### src/rtl/booth_r4_seq_mul_pkg.sv
// Shared types and constants for the iterative radix-4 Booth multiplier.
// Digit selects encode {negate, double, single} so the datapath can decode them bitwise.
package booth_pkg;

  typedef enum logic [1:0] {
    IDLE = 2'd0,
    CALC = 2'd1,
    DONE = 2'd2
  } state_e;

  localparam logic [2:0] SEL_ZERO = 3'b000;
  localparam logic [2:0] SEL_P1   = 3'b001;
  localparam logic [2:0] SEL_P2   = 3'b010;
  localparam logic [2:0] SEL_N1   = 3'b101;
  localparam logic [2:0] SEL_N2   = 3'b110;

  // Operands are extended by two bits, so there is one more digit than WIDTH/2.
  function automatic int booth_iters(input int width);
    return width / 2 + 1;
  endfunction

endpackage

### src/rtl/booth_r4_seq_mul_if.sv
// Operand/result handshake bundle for booth_r4_seq_mul.
// Both sides use valid/ready; a transfer happens on a clock edge where both are high.
interface booth_r4_seq_mul_if #(
  parameter int WIDTH = 8
);

  logic               in_valid;
  logic               in_ready;
  logic [WIDTH-1:0]   multiplicand;
  logic [WIDTH-1:0]   multiplier;
  logic               signed_mode;
  logic               out_valid;
  logic               out_ready;
  logic [2*WIDTH-1:0] final_result;

  modport master (
    output in_valid, multiplicand, multiplier, signed_mode, out_ready,
    input  in_ready, out_valid, final_result
  );

  modport slave (
    input  in_valid, multiplicand, multiplier, signed_mode, out_ready,
    output in_ready, out_valid, final_result
  );

endinterface

### src/rtl/booth_r4_digit_enc.sv
// Radix-4 Booth recoder: maps a 3-bit multiplier window {b2i+1, b2i, b2i-1} to a digit select.
// Purely combinational.
module booth_r4_digit_enc
  import booth_pkg::*;
(
  input  logic [2:0] win_i,
  output logic [2:0] sel_o
);

  always_comb begin
    sel_o = SEL_ZERO;
    unique case (win_i)
      3'b001, 3'b010: sel_o = SEL_P1;
      3'b011:         sel_o = SEL_P2;
      3'b100:         sel_o = SEL_N2;
      3'b101, 3'b110: sel_o = SEL_N1;
      default:        sel_o = SEL_ZERO;
    endcase
  end

endmodule

### src/rtl/booth_r4_seq_mul.sv
// Iterative radix-4 Booth multiplier, one digit per clock; result valid WIDTH/2+1 edges after accept.
// Accepts only in IDLE; the result and out_valid hold indefinitely while out_ready is low.
module booth_r4_seq_mul
  import booth_pkg::*;
#(
  parameter int WIDTH = 8
) (
  input  logic               CLK,
  input  logic               RST,
  booth_r4_seq_mul_if.slave  bus
);

  localparam int EXT_W = WIDTH + 2;
  localparam int ACC_W = 2 * EXT_W;
  localparam int SUM_W = ACC_W + 2;
  localparam int ITERS = booth_iters(WIDTH);
  localparam int CNT_W = $clog2(ITERS + 1);

  generate
    if ((WIDTH < 4) || ((WIDTH % 2) != 0)) begin : g_bad_width
      $error("booth_r4_seq_mul: WIDTH must be even and at least 4");
    end
  endgenerate

  state_e               state_q, state_d;
  logic [EXT_W-1:0]     mcand_q, mcand_d;
  logic [EXT_W-1:0]     mplr_q, mplr_d;
  logic                 prev_q, prev_d;
  logic [ACC_W-1:0]     acc_q, acc_d;
  logic [CNT_W-1:0]     cnt_q, cnt_d;
  logic [2*WIDTH-1:0]   result_q, result_d;

  logic [2:0]           sel;
  logic [EXT_W:0]       mag;
  logic [EXT_W:0]       pp;
  logic [SUM_W-1:0]     addend;
  logic [SUM_W-1:0]     cin_vec;
  logic [SUM_W-1:0]     sum;
  logic [ACC_W-1:0]     acc_step;

  booth_r4_digit_enc u_enc (
    .win_i ({mplr_q[1:0], prev_q}),
    .sel_o (sel)
  );

  // The digit is added at weight 2^EXT_W and everything shifts right by 2 each step;
  // after ITERS steps the accumulated shift equals 2^EXT_W, leaving the exact product.
  always_comb begin
    mag     = '0;
    pp      = '0;
    addend  = '0;
    cin_vec = '0;
    if (sel != SEL_ZERO) begin
      mag = sel[1] ? {mcand_q, 1'b0} : {mcand_q[EXT_W-1], mcand_q};
    end
    pp               = sel[2] ? ~mag : mag;
    addend           = {pp[EXT_W], pp, {EXT_W{1'b0}}};
    cin_vec[EXT_W]   = sel[2];
    sum              = {{2{acc_q[ACC_W-1]}}, acc_q} + addend + cin_vec;
    acc_step         = ACC_W'($signed(sum) >>> 2);
  end

  always_comb begin
    state_d  = state_q;
    mcand_d  = mcand_q;
    mplr_d   = mplr_q;
    prev_d   = prev_q;
    acc_d    = acc_q;
    cnt_d    = cnt_q;
    result_d = result_q;
    case (state_q)
      IDLE: begin
        if (bus.in_valid) begin
          mcand_d = {{2{bus.signed_mode & bus.multiplicand[WIDTH-1]}}, bus.multiplicand};
          mplr_d  = {{2{bus.signed_mode & bus.multiplier[WIDTH-1]}}, bus.multiplier};
          prev_d  = 1'b0;
          acc_d   = '0;
          cnt_d   = '0;
          state_d = CALC;
        end
      end
      CALC: begin
        acc_d  = acc_step;
        mplr_d = mplr_q >> 2;
        prev_d = mplr_q[1];
        cnt_d  = cnt_q + 1'b1;
        if (cnt_q == CNT_W'(ITERS - 1)) begin
          result_d = acc_step[2*WIDTH-1:0];
          state_d  = DONE;
        end
      end
      DONE: begin
        if (bus.out_ready) begin
          state_d = IDLE;
        end
      end
      default: state_d = IDLE;
    endcase
  end

  always_ff @(posedge CLK) begin
    if (RST) begin
      state_q  <= IDLE;
      mcand_q  <= '0;
      mplr_q   <= '0;
      prev_q   <= 1'b0;
      acc_q    <= '0;
      cnt_q    <= '0;
      result_q <= '0;
    end else begin
      state_q  <= state_d;
      mcand_q  <= mcand_d;
      mplr_q   <= mplr_d;
      prev_q   <= prev_d;
      acc_q    <= acc_d;
      cnt_q    <= cnt_d;
      result_q <= result_d;
    end
  end

  assign bus.in_ready     = (state_q == IDLE);
  assign bus.out_valid    = (state_q == DONE);
  assign bus.final_result = result_q;

endmodule

### src/flat_wrapper.sv
// flat-port wrapper written by rule: the top's interface ports become plain ports
module booth_r4_seq_mul_flat import booth_pkg::*;
#(
  parameter int WIDTH = 8
)
  (CLK, RST, bus_in_valid, bus_multiplicand, bus_multiplier, bus_signed_mode, bus_out_ready, bus_in_ready, bus_out_valid, bus_final_result);
  booth_r4_seq_mul_if #(.WIDTH(WIDTH)) bus_i ();
  input  logic CLK;
  input  logic RST;
  input wire logic [$bits(bus_i.in_valid)-1:0] bus_in_valid;
  input wire logic [$bits(bus_i.multiplicand)-1:0] bus_multiplicand;
  input wire logic [$bits(bus_i.multiplier)-1:0] bus_multiplier;
  input wire logic [$bits(bus_i.signed_mode)-1:0] bus_signed_mode;
  input wire logic [$bits(bus_i.out_ready)-1:0] bus_out_ready;
  output wire logic [$bits(bus_i.in_ready)-1:0] bus_in_ready;
  output wire logic [$bits(bus_i.out_valid)-1:0] bus_out_valid;
  output wire logic [$bits(bus_i.final_result)-1:0] bus_final_result;
  assign bus_i.in_valid = bus_in_valid;
  assign bus_i.multiplicand = bus_multiplicand;
  assign bus_i.multiplier = bus_multiplier;
  assign bus_i.signed_mode = bus_signed_mode;
  assign bus_i.out_ready = bus_out_ready;
  assign bus_in_ready = bus_i.in_ready;
  assign bus_out_valid = bus_i.out_valid;
  assign bus_final_result = bus_i.final_result;
  booth_r4_seq_mul #(.WIDTH(WIDTH)) u_core (.CLK(CLK), .RST(RST), .bus(bus_i));
endmodule
### config.mk
export PLATFORM = sky130hd
export DESIGN_NAME = booth_r4_seq_mul_flat
export DESIGN_NICKNAME = d
export VERILOG_FILES = /design/src/rtl/booth_r4_seq_mul_pkg.sv /design/src/rtl/booth_r4_seq_mul_if.sv /design/src/rtl/booth_r4_digit_enc.sv /design/src/rtl/booth_r4_seq_mul.sv /design/src/flat_wrapper.sv
export SDC_FILE = /design/constraint.sdc
export NUM_CORES = 1
export LEC_CHECK = 0
export CAP_MARGIN = 10
export CORE_MARGIN = 1.5
export CORE_UTILIZATION = 35
export DETAILED_ROUTE_END_ITERATION = 12
export DONT_BUFFER_PORTS = 1
export PLACE_DENSITY = 0.56
export SLEW_MARGIN = 10
export SYNTH_ARGS = -nofsm -noshare
export SYNTH_HDL_FRONTEND = slang
export SYNTH_SLANG_ARGS = --single-unit
### constraint.sdc
create_clock -name CLK -period 4.5 [get_ports CLK]
set_input_delay 0.45 -clock CLK [delete_from_list [all_inputs] [get_ports CLK]]
set_output_delay 0.45 -clock CLK [all_outputs]
set_load 0.01 [all_outputs]
---- Word-level counts from Yosys, hierarchy flattened ----
Cells that the tools add are included.
word-level totals
  word-level logic and storage cells ...... 50
  input port bits ......................... 21
  output and inout bits ................... 18
  register bits ........................... 61
cells by class
  reduce and logical (&&, ||, !) cells .... 9
  add/sub/neg operators ................... 3
  multiplexer cells ....................... 16
  equality and inequality tests ........... 12
  bitwise gates (word level) .............. 3
operators with widths
  operator             number
  $pmux 20 s2          1
  $add 20x21->22       1
  $add 22x11->22       1
  $mux 11              2
  $mux 20              1
  $pmux 10 s2          1
  $eq 3x3->1 const B   4
  $pmux 3 s4           1
  $not 11->11          1
  $mux 10              1
  $mux 9               1
  $eq 3x2->1 const B   2
  $mux 2               3
  $pmux 2 s3           1
  $pmux 3 s2           1
  $reduce_and 2->1     3
  $ne 2x2->1 const B   2
  $reduce_or 2->1      2
  $add 3x1->3 const B  1
  $eq 3x1->1 const B   1
  $mux 3               1
  $reduce_and 3->1     1
  $reduce_bool 3->1    1
  $and 1x1->1          2
  7 further kinds      7

---- Depth between registers and ports, before layout ----
Gate-level depths: netlist of run 1.
  depth after elaboration ................. 10
  gate-level depth with buffers ........... 15

---- By module ----
A second synthesis of run 1 with hierarchy kept.
second synthesis, totals
  cell total of the unflattened synthesis .. 373
  area, all modules ....................... 3061.7 µm²
modules (own cells, without submodules)
  module              times used  area an instance (µm²)  cells each  seq. area each (µm²)
  booth_r4_seq_mul    1           3029.2                  368         1161.1
  booth_r4_digit_enc  1           32.5                    5           0.0

---- Worst setup path after synthesis of run 1 ----
No wires, ideal clock.
  kind .................................... reg2reg
  start ................................... register u_core.prev_q
  end ..................................... register u_core.acc_q[18]
  period minus slack after synthesis ...... 3.448 ns
  stages on the path, launching flop included .. 14
  library setup time ...................... 0.059 ns
  setup slack ............................. 1.052 ns
  arrival ................................. 3.390 ns
  required time ........................... 4.441 ns
  cell sequence ........................... dfxtp_1 inv_1 ha_1 o31ai_1 clkbuf_1 clkbuf_1 a31oi_1 ha_1 ha_1 a21o_1 a221o_1 or4_1 mux2_2 nand2_1
between the ends
  word-level cells in the longest chain between the ends .. 10
ends and longest elaborated chain
  element                                             RTL line                                        source
  start: declaration                                  booth_r4_seq_mul.sv:28                          logic prev_q, prev_d;
  start signal: assignment                            booth_r4_seq_mul.sv:114                         prev_q <= prev_d;
  $eq 3x3->1, or another cell as far along            booth_r4_digit_enc.sv:12                        unique case (win_i)
  $reduce_or 2->1                                     booth_r4_digit_enc.sv:12
  $pmux 3 s4 (*)                                      booth_r4_digit_enc.sv:12
  $reduce_bool 3->1 / $mux 9 (equally long branches)  booth_r4_seq_mul.sv:53, booth_r4_seq_mul.sv:54
  $mux 11                                             booth_r4_seq_mul.sv:53                          if (sel != SEL_ZERO) begin
  $not 11->11                                         booth_r4_seq_mul.sv:56                          pp = sel[2] ? ~mag : mag;
  $mux 11                                             booth_r4_seq_mul.sv:56
  $add 20x21->22                                      booth_r4_seq_mul.sv:59                          sum = {{2{acc_q[ACC_W-1]}}, acc_q} + addend + cin_vec;
  $add 22x11->22 (*)                                  booth_r4_seq_mul.sv:59
  $pmux 20 s2 (*)                                     booth_r4_seq_mul.sv:71                          case (state_q)
  end signal: assignment                              booth_r4_seq_mul.sv:107                         acc_q <= '0;
  end signal: assignment                              booth_r4_seq_mul.sv:115                         acc_q <= acc_d;
  end: declaration                                    booth_r4_seq_mul.sv:29                          logic [ACC_W-1:0] acc_q, acc_d;
Every way passes the cells marked *; elsewhere a longest branch is shown, timed or not.
A chain may end at the register's enable or synchronous reset.

---- Worst setup path after layout of run 1 ----
  start ................................... register u_core.prev_q
  end ..................................... register u_core.result_q[15], in the netlist u_core.bus.final_result[15]
between the ends
  word-level cells in the longest chain between the ends .. 9
ends and longest elaborated chain
  element                                             RTL line                                        source
  $eq 3x3->1, or another cell as far along            booth_r4_digit_enc.sv:12
  $reduce_or 2->1                                     booth_r4_digit_enc.sv:12
  $pmux 3 s4 (*)                                      booth_r4_digit_enc.sv:12
  $reduce_bool 3->1 / $mux 9 (equally long branches)  booth_r4_seq_mul.sv:53, booth_r4_seq_mul.sv:54
  $mux 11                                             booth_r4_seq_mul.sv:53
  $not 11->11                                         booth_r4_seq_mul.sv:56
  $mux 11                                             booth_r4_seq_mul.sv:56
  $add 20x21->22                                      booth_r4_seq_mul.sv:59
  $add 22x11->22 (*)                                  booth_r4_seq_mul.sv:59
  end signal: assignment                              booth_r4_seq_mul.sv:117                         result_q <= result_d;
  end: declaration                                    booth_r4_seq_mul.sv:31                          logic [2*WIDTH-1:0] result_q, result_d;
Marked as above.

==> results.py, run 1 <==
metrics = {
    "setup_path": {
        "worstPathArrival_ns": 4.00,
        "worst_setup_path_start_kind": "flip-flop",
        "rr_endpoint": "u_core.bus.final_result[15]",
        "end_kind": "flip-flop",
        "worst_setup_path_startpoint": "u_core.prev_q",
        "worstRegToRegCells": 13,
        "setup_slack_reg_to_reg_ns": 0.72,
        "critical_path.max_fanout": 12,
        "critical_path_data_required_time_ns": 4.72,
        "worst-setup-path-type": "flip-flop to flip-flop",
        "crit-reg2reg-launch": "u_core.prev_q",
    },
    "routing": {
        "drt-total-wl_mm": 7.126,
        "wl_met1_mm": 3.442,
        "maxUsedRoutingLayer": "met4",
        "vias_per_cell": 5.391,
        "post-route-drc-count": 0,
        "antenna_left": 0,
        "met2_length_mm": 3.188,
        "detailedRoute.firstIterationViolations": 153,
        "avgRoutedWirePerCell_microns": 14.75,
        "drt_pass1_iterations": 4,
        "detailroute.wirelength.met3_microns": 401,
        "via_count": 2604,
    },
    "clocking": {
        "clk_buf_depth": 2,
        "cts.sink_count": 58,
        "ctsRootBufferMaster": "clkbuf_8",
        "clock_latency_ns": 0.34,
        "ctsHtreeMaxLevel": 3,
        "tritoncts_clock_tree": "done",
        "cts.repair.resized": 0,
        "clock_input_transition_at_the_sequential_cells_of_the_worst_setup_and_hold_paths_ns": 0.06,
        "cts_hold_buf": 0,
        "cts_buffers": 9,
        "cts_setup_buffers": 0,
    },
    "sta": {
        "maxSlewViolCount": 0,
        "finalHoldWorstSlack_ns": 0.1827,
        "final.setup.tns_ns": 0,
        "highest_achievable_clock_rate_ghz": 0.2647,
        "report.final.hold_viol_count": 0,
        "post-route-period-util_pct": 83.94,
        "worst-slew-pin-transition_ns": 0.8555,
        "period_minus_slack_ns": 3.777,
        "timing.final.setup_violations": 0,
        "final.setup_skew_ns": 0.003804,
        "rsz0062_at_grt": "false",
        "worst_slew_margin_rel_pct": 42.97,
    },
    "global_routing": {
        "groute.usage.overall_pct": 16.74,
        "pin_count_of_the_biggest_net_entering_global_routing": 66,
        "grt_pass1_wl_mm": 11.91,
        "first_global_vias": 2463,
        "gr-total-overflow": 0,
        "number_of_antenna_violations_at_the_first_check_in_global_routing": 0,
    },
    "worst_hold_path": {
        "worstHoldPathType": "input port to flip-flop",
        "worstHoldEndpoint": "u_core.mcand_q[8]",
        "worst_hold_path.num_cells": 1,
        "worst_hold_startpoint": "RST",
    },
    "synth": {
        "synth_cell_type_count": 46,
        "synth_area_sq_um": 3032,
        "netlist_instances": 384,
        "ys_warn_count": 0,
        "post_synthesis_register_bit_count": 58,
        "number_of_nets_produced_by_synthesis": 431,
        "postSynthAreaPerCell_sq_um": 7.895,
        "synth_sequential_area_ratio_pct": 38.30,
    },
    "finish": {
        "synth_to_final_area_change_pct": 9.080,
        "layout.nets": 420,
        "fillCellCount": 835,
        "postLayoutCoreUtil_pct": 39.85,
        "diodes": 0,
        "final_cell_mix": "nand2_1 (89), dfxtp_1 (58), a21oi_1 (43)",
        "fin_cells": 483,
        "mostFrequentLayoutCell": "nand2_1",
        "post_route_cells_drive_above_1_share_pct": 6.614,
    },
    "place": {
        "placed_cells": 467,
        "dpl.hpwl_mm": 4.860,
        "io_buffers": 0,
        "routabilityCongestion": 0.7616,
    },
    "floorplan": {
        "start_util_pct": 36.53,
        "fp.dieW_microns": 96.07,
        "rows": 33,
        "coreArea_sq_um": 8299,
        "design.die.area_sq_um": 9229,
        "die_h_microns": 96.07,
        "top_level_ports": 39,
    },
    "pwr": {
        "worst_ir_drop_vdd_mv": 0.1529,
        "static-leakage-power_nw": 1.273,
        "power_density_nw_per_um2": 378.2,
    },
    "outcome": {
        "run_status": "finished, final reports clean",
    },
    "job": {
        "maxCapViolations": 0,
    },
}
[worst max-delay path by stage]
stage / end / slack, ns / cells after the start
finish: u_core.bus.final_result[15] / 0.72 / 13
global route: u_core.bus.final_result[15] / 0.36 / 14
CTS: u_core.bus.final_result[15] / 0.71 / 14
detailed placement: u_core.bus.final_result[15] / 0.74 / 14
global placement: u_core.bus.final_result[15] / 0.86 / 13
floorplan: u_core.acc_q[18] / 1.05 / 13
[area by class of cell]
class	count	area (sq um)	share of cell area, %
clock inverter	5	77.57	2.346
multi-input combinational	294	1750	52.93
clock buffer	11	141.4	4.275
tap	105	131.4	3.973
inverter	8	30.03	0.9081
sequential	58	1161	35.11
timing repair buffer	2	15.01	0.4540
[synthesized netlist by cell type (all sizes together)]
cell / count / area share [%]
or2b: 1 / 0.25
nand3b: 1 / 0.25
inv: 8 / 0.99
a221o: 1 / 0.33
a21oi: 43 / 7.1
o22a: 1 / 0.29
o211ai: 3 / 0.74
o21a: 2 / 0.50
a21o: 3 / 0.74
a222oi: 2 / 0.66
nand3: 10 / 1.7
clkbuf: 20 / 2.5
a22o: 1 / 0.29
nor3b: 1 / 0.25
o22ai: 1 / 0.21
o311ai: 2 / 0.58
o21ai: 7 / 1.2
o31ai: 1 / 0.25
a31oi: 8 / 1.7
nand2b: 2 / 0.41
nand2: 89 / 11
xor2: 2 / 0.58
a41oi: 1 / 0.29
nor2: 33 / 4.1
nand4b: 2 / 0.58
a311oi: 7 / 2.0
nor2b: 2 / 0.41
or2: 3 / 0.62
xnor2: 2 / 0.58
mux2i: 1 / 0.33
a211oi: 6 / 1.5
buf: 4 / 0.66
fa: 1 / 0.66
o31a: 1 / 0.29
mux2: 2 / 0.74
or4: 3 / 0.78
and2: 2 / 0.41
a22oi: 12 / 3.0
ha: 25 / 10
dfxtp: 58 / 38
or3: 3 / 0.62
a32oi: 1 / 0.29
nor3: 2 / 0.33
and3: 4 / 0.87
[kinds of logic (layout without fill, tap and decap cells)]
logic type / count (synthesis) / in the layout / synth area share (%)
buf+inv: 32 / 26 / 4.127
xor+xnor: 4 / 4 / 1.156
mux: 3 / 3 / 1.073
simple gates: 158 / 158 / 22.53
compound gates: 103 / 103 / 21.83
fa+ha+maj: 26 / 26 / 10.98
flops: 58 / 58 / 38.30
[sequential cells by signal, indices dropped and copies added, names as in the netlist]
| signal | flops |
|---|---|
| u_core.mplr_q | 9 |
| u_core.acc_q | 18 |
| u_core.cnt_q | 3 |
| u_core.state_q | 2 |
| u_core.prev_q | 1 |
| u_core.mcand_q | 9 |
| u_core.bus.final_result | 16 |
[routing by layer]
metal	GRT usage (%)	vias to the layer above
met2	26.23	55
met3	4.660	10
li1	-	1337
met5	0	-
met1	22.07	1202
met4	5.515	0
[worst max-delay path, stage by stage, from the launching register on]
cell and delay, ns:
dfxtp_1 0.39, inv_1 0.08, ha_1 0.23, mux2_2 0.38
nor2_1 0.39, nand2_1 0.10, a31oi_1 0.29, ha_1 0.30
ha_1 0.37, a211oi_1 0.10, nor2_1 0.20, o22ai_1 0.18
or4_2 0.55, o311ai_0 0.12
[power by group]
part	switching (mW)	leakage [nW]	internal (mW)
logic	0.103	0.692	0.0620
registers	0.0162	0.472	0.533
clock network	0.212	0.109	0.325
total	0.331	1.27	0.920
[stage by stage]
stage          total power, mW  setup slack, ns  cell area [sq um]
2_1_floorplan           0.6923            1.052               3032
3_3_place_gp            0.7235           0.8639               3088
3_5_place_dp            0.7253           0.7420               3088
4_1_cts                  1.265           0.7101               3307
5_1_grt                  1.312           0.3566               3307
6_report                 1.251           0.7228               3307
Power figures use the tool's default switching activity.
==> run 2, diff against run 1 <==
Clock period 4.5 ns to 3.9 ns, I/O delays scaled along.
==> run 2 against run 1 <==
Compared with the run above:
- cell count rose by 0.41%
- clock skew rose by 0.0048 ns
- global-route usage fell by 0.28 points
- via count fell by 0.73%
- die area did not move
- sequential power rose by 15%
- sequential share of layout area rose by 0.12 points
- first-iteration DRC count rose by 2.6%
- largest cell class unchanged
==> results.py, run 2 (same netlist as run 1, synthesis figures left out) <==
metrics = {
    "routing": {
        "post-route-drc-count": 0,
        "via_count": 2585,
        "drt-total-wl_mm": 6.991,
        "avgRoutedWirePerCell_microns": 14.41,
        "vias_per_cell": 5.330,
        "antenna_left": 0,
        "drt_pass1_iterations": 5,
        "detailedRoute.firstIterationViolations": 157,
    },
    "sta": {
        "worst_slack_ns": 0.4331,
        "maxSlewViolCount": 0,
        "final.setup_skew_ns": 0.008600,
        "highest_achievable_clock_rate_ghz": 0.2884,
        "worst_slew_margin_rel_pct": 45.96,
        "timing.final.setup_violations": 0,
        "final.setup.tns_ns": 0,
        "post-route-period-util_pct": 88.89,
        "report.final.hold_viol_count": 0,
        "rsz0062_at_grt": "false",
        "worst-slew-pin-transition_ns": 0.8077,
        "period_minus_slack_ns": 3.467,
    },
    "pwr": {
        "internal_power_uw": 969.7,
        "static-leakage-power_nw": 1.268,
        "clock_power_share_pct": 38.6,
        "netSwitchingPower_uw": 378.6,
        "worst_ir_drop_vdd_mv": 0.2261,
        "comb_power_share_pct": 14.4,
        "power_density_nw_per_um2": 409.1,
        "p_seq_share_pct": 47.0,
        "switching_fraction_pct": 28.08,
    },
    "outcome": {
        "run_status": "finished, final reports clean",
    },
    "place": {
        "routabilityCongestion": 0.7531,
        "dpl.hpwl_mm": 4.800,
        "placement.cell_area_sq_um": 3103,
        "pre_cts_ws_ns": 0.3065,
        "io_buffers": 0,
    },
    "setup_path": {
        "critical-path-slowest-cell": "fa_1",
        "crit_chain": "inv_1 > ha_1 > mux2_2 > nor2_2 > nand2_1 > a31oi_1 > ha_1 > ha_1 > fa_1 > a211oi_1 > nor2_1 > o22ai_1 > or4_2 > o311ai_0",
        "critical_path.max_stage_delay_ns": 0.43,
        "worst-setup-path-type": "flip-flop to flip-flop",
        "worst_setup_path_start_kind": "flip-flop",
        "critical_path_data_required_time_ns": 4.09,
        "critical_path.n_buffers_inverters": 1,
        "critical_path.top_delay_family": "adder cells",
        "critPathMostFrequentCell": "ha_1",
        "end_kind": "flip-flop",
        "critical_path.max_fanout": 8,
        "worstPathArrival_ns": 3.65,
    },
    "finish": {
        "register_area_sq_um": 1161,
        "largest-register": "u_core.acc_q",
        "layout_cell_area_excl_fill_sq_um": 3296,
        "postLayoutCoreUtil_pct": 39.71,
        "fillCellCount": 858,
        "layout.nets": 422,
        "post_route_cells_drive_above_1_share_pct": 7.632,
        "largest_register_ff_count": 18,
        "final_cell_mix": "nand2_1 (89), dfxtp_1 (58), a21oi_1 (43)",
        "multiInputGateArea_sq_um": 1753,
        "synth_to_final_area_change_pct": 8.708,
        "mostFrequentLayoutCell": "nand2_1",
        "diodes": 0,
    },
    "clocking": {
        "cts_setup_buffers": 0,
        "ctsRootBufferMaster": "clkbuf_8",
        "cts.sink_count": 58,
        "clock_latency_ns": 0.34,
        "clock_input_transition_at_the_sequential_cells_of_the_worst_setup_and_hold_paths_ns": 0.07,
        "ctsHtreeMaxLevel": 3,
        "cts_buffers": 9,
        "tritoncts_clock_tree": "done",
        "clk_buf_depth": 2,
    },
    "job": {
        "maxCapViolations": 0,
    },
    "floorplan": {
        "start_util_pct": 36.53,
        "die_h_microns": 96.07,
        "coreArea_sq_um": 8299,
        "top_level_ports": 39,
        "design.die.area_sq_um": 9229,
        "fp.dieW_microns": 96.07,
        "rows": 33,
    },
    "global_routing": {
        "first_global_vias": 2444,
        "gr-total-overflow": 0,
        "number_of_antenna_violations_at_the_first_check_in_global_routing": 0,
        "pin_count_of_the_biggest_net_entering_global_routing": 66,
        "grt_pass1_wl_mm": 11.65,
        "groute.usage.overall_pct": 16.46,
    },
    "worst_hold_path": {
        "worstHoldPathType": "input port to flip-flop",
    },
}
run 2: power by group through the flow:
stage | clock [mW] | sequential [mW] | combinational, mW
5_1_grt | 0.566 | 0.637 | 0.220
3_3_place_gp | 0 | 0.646 | 0.192
4_1_cts | 0.536 | 0.634 | 0.194
2_1_floorplan | 0 | 0.641 | 0.157
6_report | 0.520 | 0.634 | 0.194
3_5_place_dp | 0 | 0.647 | 0.194
run 2: through the flow:
step	power, mW	cells	hold slack (ns)
detailed placement	0.8401	469	0.4485
global route	1.423	485	0.09459
global placement	0.8380	469	0.4420
CTS	1.364	485	0.1053
floorplan	0.7988	384	0.4316
finish	1.348	485	0.1196
run 2: layer usage:
metal / vias to the layer above / part of all wire (%) / GRT usage [%]
met2: 41 / 46 / 26.29
met1: 1198 / 48 / 21.01
met3: 6 / 5.3 / 5.924
met4: 0 / 0.59 / 4.044
met5: - / 0 / 0
li1: 1340 / - / -
run 2: worst paths after layout:
| kind | from | endpoint | slack (ns) | cells past startpoint |
|---|---|---|---|---|
| min reg2reg | u_core.acc_q[3] | u_core.bus.final_result[1] | 0.46 | 2 |
| max | u_core.prev_q | u_core.bus.final_result[15] | 0.43 | 14 |
| min | RST | u_core.bus.final_result[10] | 0.12 | 1 |
| max reg2reg | u_core.prev_q | u_core.bus.final_result[15] | 0.43 | 14 |
run 2: cell type report:
class / instances / share of cell area (%)
Timing Repair Buffer: 4 / 0.9112
Tap cell: 105 / 3.986
Clock buffer: 12 / 5.011
Multi-Input combinational cell: 294 / 53.19
Clock inverter: 4 / 0.7593
Inverter: 8 / 0.9112
Sequential cell: 58 / 35.23
run 2: timing repair:
action,in CTS,in global routing
hold buffers,0,0
endpoints found under the hold margin,0,0
resized for setup,0,1
endpoints found under the setup margin,0,3
==> run 3, diff against run 2 <==
--- a/config.mk
+++ b/config.mk
@@ -13,2 +13,3 @@
 export PLACE_DENSITY = 0.56
+export REMOVE_ABC_BUFFERS = 1
 export SLEW_MARGIN = 10
==> constraint.sdc (replaced) <==
create_clock -name CLK -period 3.6 [get_ports CLK]
set_input_delay 0.36 -clock CLK [delete_from_list [all_inputs] [get_ports CLK]]
set_output_delay 0.36 -clock CLK [all_outputs]
set_load 0.005 [all_outputs]
==> run 3 against run 2 <==
Compared with the run above:
- wire length rose by 2.7%
- first-iteration DRC count rose by 15%
- non-clock buffer count rose by 4
- combinational power rose by 9.8%
- clock skew rose by 0.0040 ns
- fmax rose by 2.1%
- clock-buffer cell count did not move
- register-to-register slack got worse by 0.23 ns
- critical path depth did not move
- die area did not move
- critical endpoint is now u_core.acc_q[18]
==> results.py, run 3 (same netlist as run 1, synthesis figures left out) <==
metrics = {
    "job": {
        "maxCapViolations": 0,
    },
    "clocking": {
        "clk_buf_depth": 2,
        "cts.repair.resized": 0,
        "cts_buffers": 9,
        "cts_hold_buf": 0,
        "cts_setup_buffers": 0,
        "tritoncts_clock_tree": "done",
        "cts.sink_count": 58,
        "clock_latency_ns": 0.34,
        "ctsRootBufferMaster": "clkbuf_8",
        "ctsHtreeMaxLevel": 3,
        "clock_input_transition_at_the_sequential_cells_of_the_worst_setup_and_hold_paths_ns": 0.07,
    },
    "setup_path": {
        "crit_chain": "inv_1 > ha_1 > mux2_4 > nor2_1 > buf_4 > nand2_1 > a31oi_1 > ha_1 > ha_1 > and2_1 > a221o_1 > or4_1 > mux2_2 > nand2_1",
        "critical_path_data_required_time_ns": 3.89,
        "worst_setup_path_start_kind": "flip-flop",
        "critPathMostFrequentCell": "ha_1",
        "worstPathArrival_ns": 3.69,
        "critical_path.max_stage_delay_ns": 0.39,
        "critical_path.max_fanout": 12,
        "worst-setup-path-type": "flip-flop to flip-flop",
        "critical-path-slowest-cell": "or4_1",
        "end_kind": "flip-flop",
    },
    "place": {
        "routabilityCongestion": 0.8446,
        "placement.cell_area_sq_um": 3136,
        "placed_cells": 473,
        "dpl.hpwl_mm": 4.879,
        "io_buffers": 0,
    },
    "sta": {
        "report.final.hold_viol_count": 0,
        "final.setup.tns_ns": 0,
        "worst-slew-pin-transition_ns": 0.9031,
        "highest_achievable_clock_rate_ghz": 0.2944,
        "period_minus_slack_ns": 3.397,
        "maxSlewViolCount": 0,
        "worst_slew_margin_rel_pct": 39.57,
        "timing.final.setup_violations": 0,
        "post-route-period-util_pct": 94.36,
        "rsz0062_at_grt": "false",
        "final.setup_skew_ns": 0.01260,
        "finalHoldWorstSlack_ns": 0.09044,
    },
    "routing": {
        "vias_per_cell": 5.354,
        "drt_pass1_iterations": 5,
        "antenna_left": 0,
        "detailedRoute.firstIterationViolations": 180,
        "via_count": 2618,
        "post-route-drc-count": 0,
        "avgRoutedWirePerCell_microns": 14.69,
        "drt-total-wl_mm": 7.182,
    },
    "finish": {
        "synth_to_final_area_change_pct": 10.40,
        "largest-register": "u_core.acc_q",
        "post_route_cells_drive_above_1_share_pct": 8.854,
        "layout.nets": 426,
        "mostFrequentLayoutCell": "nand2_1",
        "layout_cell_area_excl_fill_sq_um": 3347,
        "final_cell_mix": "nand2_1 (89), dfxtp_1 (56), a21oi_1 (43)",
        "fin_cells": 489,
        "postLayoutCoreUtil_pct": 40.33,
        "largest_register_ff_count": 18,
        "diodes": 0,
    },
    "pwr": {
        "worst_ir_drop_vdd_mv": 0.2714,
        "static-leakage-power_nw": 1.296,
        "power_density_nw_per_um2": 454.9,
    },
    "worst_hold_path": {
        "worstHoldPathType": "input port to flip-flop",
    },
    "global_routing": {
        "pin_count_of_the_biggest_net_entering_global_routing": 66,
        "groute.layer.met3.usage_pct": 5.924,
        "top_usage_layer": "met2",
        "met1_usage_pct": 22.30,
        "grtUsageMet2_pct": 26.00,
        "gr-total-overflow": 0,
        "groute.usage.overall_pct": 16.81,
        "first_global_vias": 2519,
        "number_of_antenna_violations_at_the_first_check_in_global_routing": 0,
        "grt_pass1_wl_mm": 11.78,
    },
    "floorplan": {
        "design.die.area_sq_um": 9229,
        "rows": 33,
        "top_level_ports": 39,
        "fp.dieW_microns": 96.07,
        "coreArea_sq_um": 8299,
        "start_util_pct": 36.53,
        "die_h_microns": 96.07,
    },
    "outcome": {
        "run_status": "finished, final reports clean",
    },
}
-- run 3: cell count changes in the layout (fill, tap and decap cells not counted), sizes merged --
| cell | change |
|---|---|
| clkinv | -1 |
| buf | +4 |
| bufinv | +1 |
-- run 3: layer usage --
| layer | vias up | part of all wire, % |
|---|---|---|
| met2 | 55 | 44 |
| met1 | 1212 | 48 |
| met4 | 0 | 0.77 |
| met3 | 6 | 7.2 |
| met5 | - | 0 |
| li1 | 1345 | - |
-- run 3: where the power goes --
group | internal [mW] | total, mW | leakage (nW) | switching [mW]
Combinational | 0.0842 | 0.213 | 0.725 | 0.129
Sequential | 0.667 | 0.687 | 0.472 | 0.0208
Clock | 0.356 | 0.623 | 0.0986 | 0.266
Total | 1.11 | 1.52 | 1.30 | 0.415
-- run 3: final timing paths --
check	startpoint	cells past startpoint	slack (ns)	endpoint
max	u_core.mplr_q[0]	14	0.20	u_core.acc_q[18]
min	RST	1	0.09	u_core.mplr_q[0]
max reg2reg	u_core.mplr_q[0]	14	0.20	u_core.acc_q[18]
min reg2reg	u_core.acc_q[3]	2	0.45	u_core.bus.final_result[1]
-- run 3: area by class of cell --
cell class	count	area, sq um
fill	870	4952
sequential	58	1164
tap	105	131.4
inverter	8	30.03
multi-input combinational	294	1757
clock buffer	12	155.1
clock inverter	4	50.05
timing repair buffer	8	60.06
-- run 3: per-stage QoR --
stage	worst slack, ns	power (mW)
6_report	0.2031	1.522
5_1_grt	0.02732	1.604
4_1_cts	0.09978	1.542
3_5_place_dp	0.1250	0.9121
3_3_place_gp	0.2051	0.9098
2_1_floorplan	-0.4118	0.8503
-- run 3: worst max-delay path, delay by kind of cell, from the launching register on --
| family | cells | cell delay (ns) |
|---|---|---|
| AOI/OAI and AO/OA | 2 | 0.49 |
| buffers and inverters | 2 | 0.24 |
| DFF | 1 | 0.37 |
| muxes | 2 | 0.61 |
| and+or+nand+nor | 5 | 0.82 |
| adders and majority gates | 3 | 0.82 |
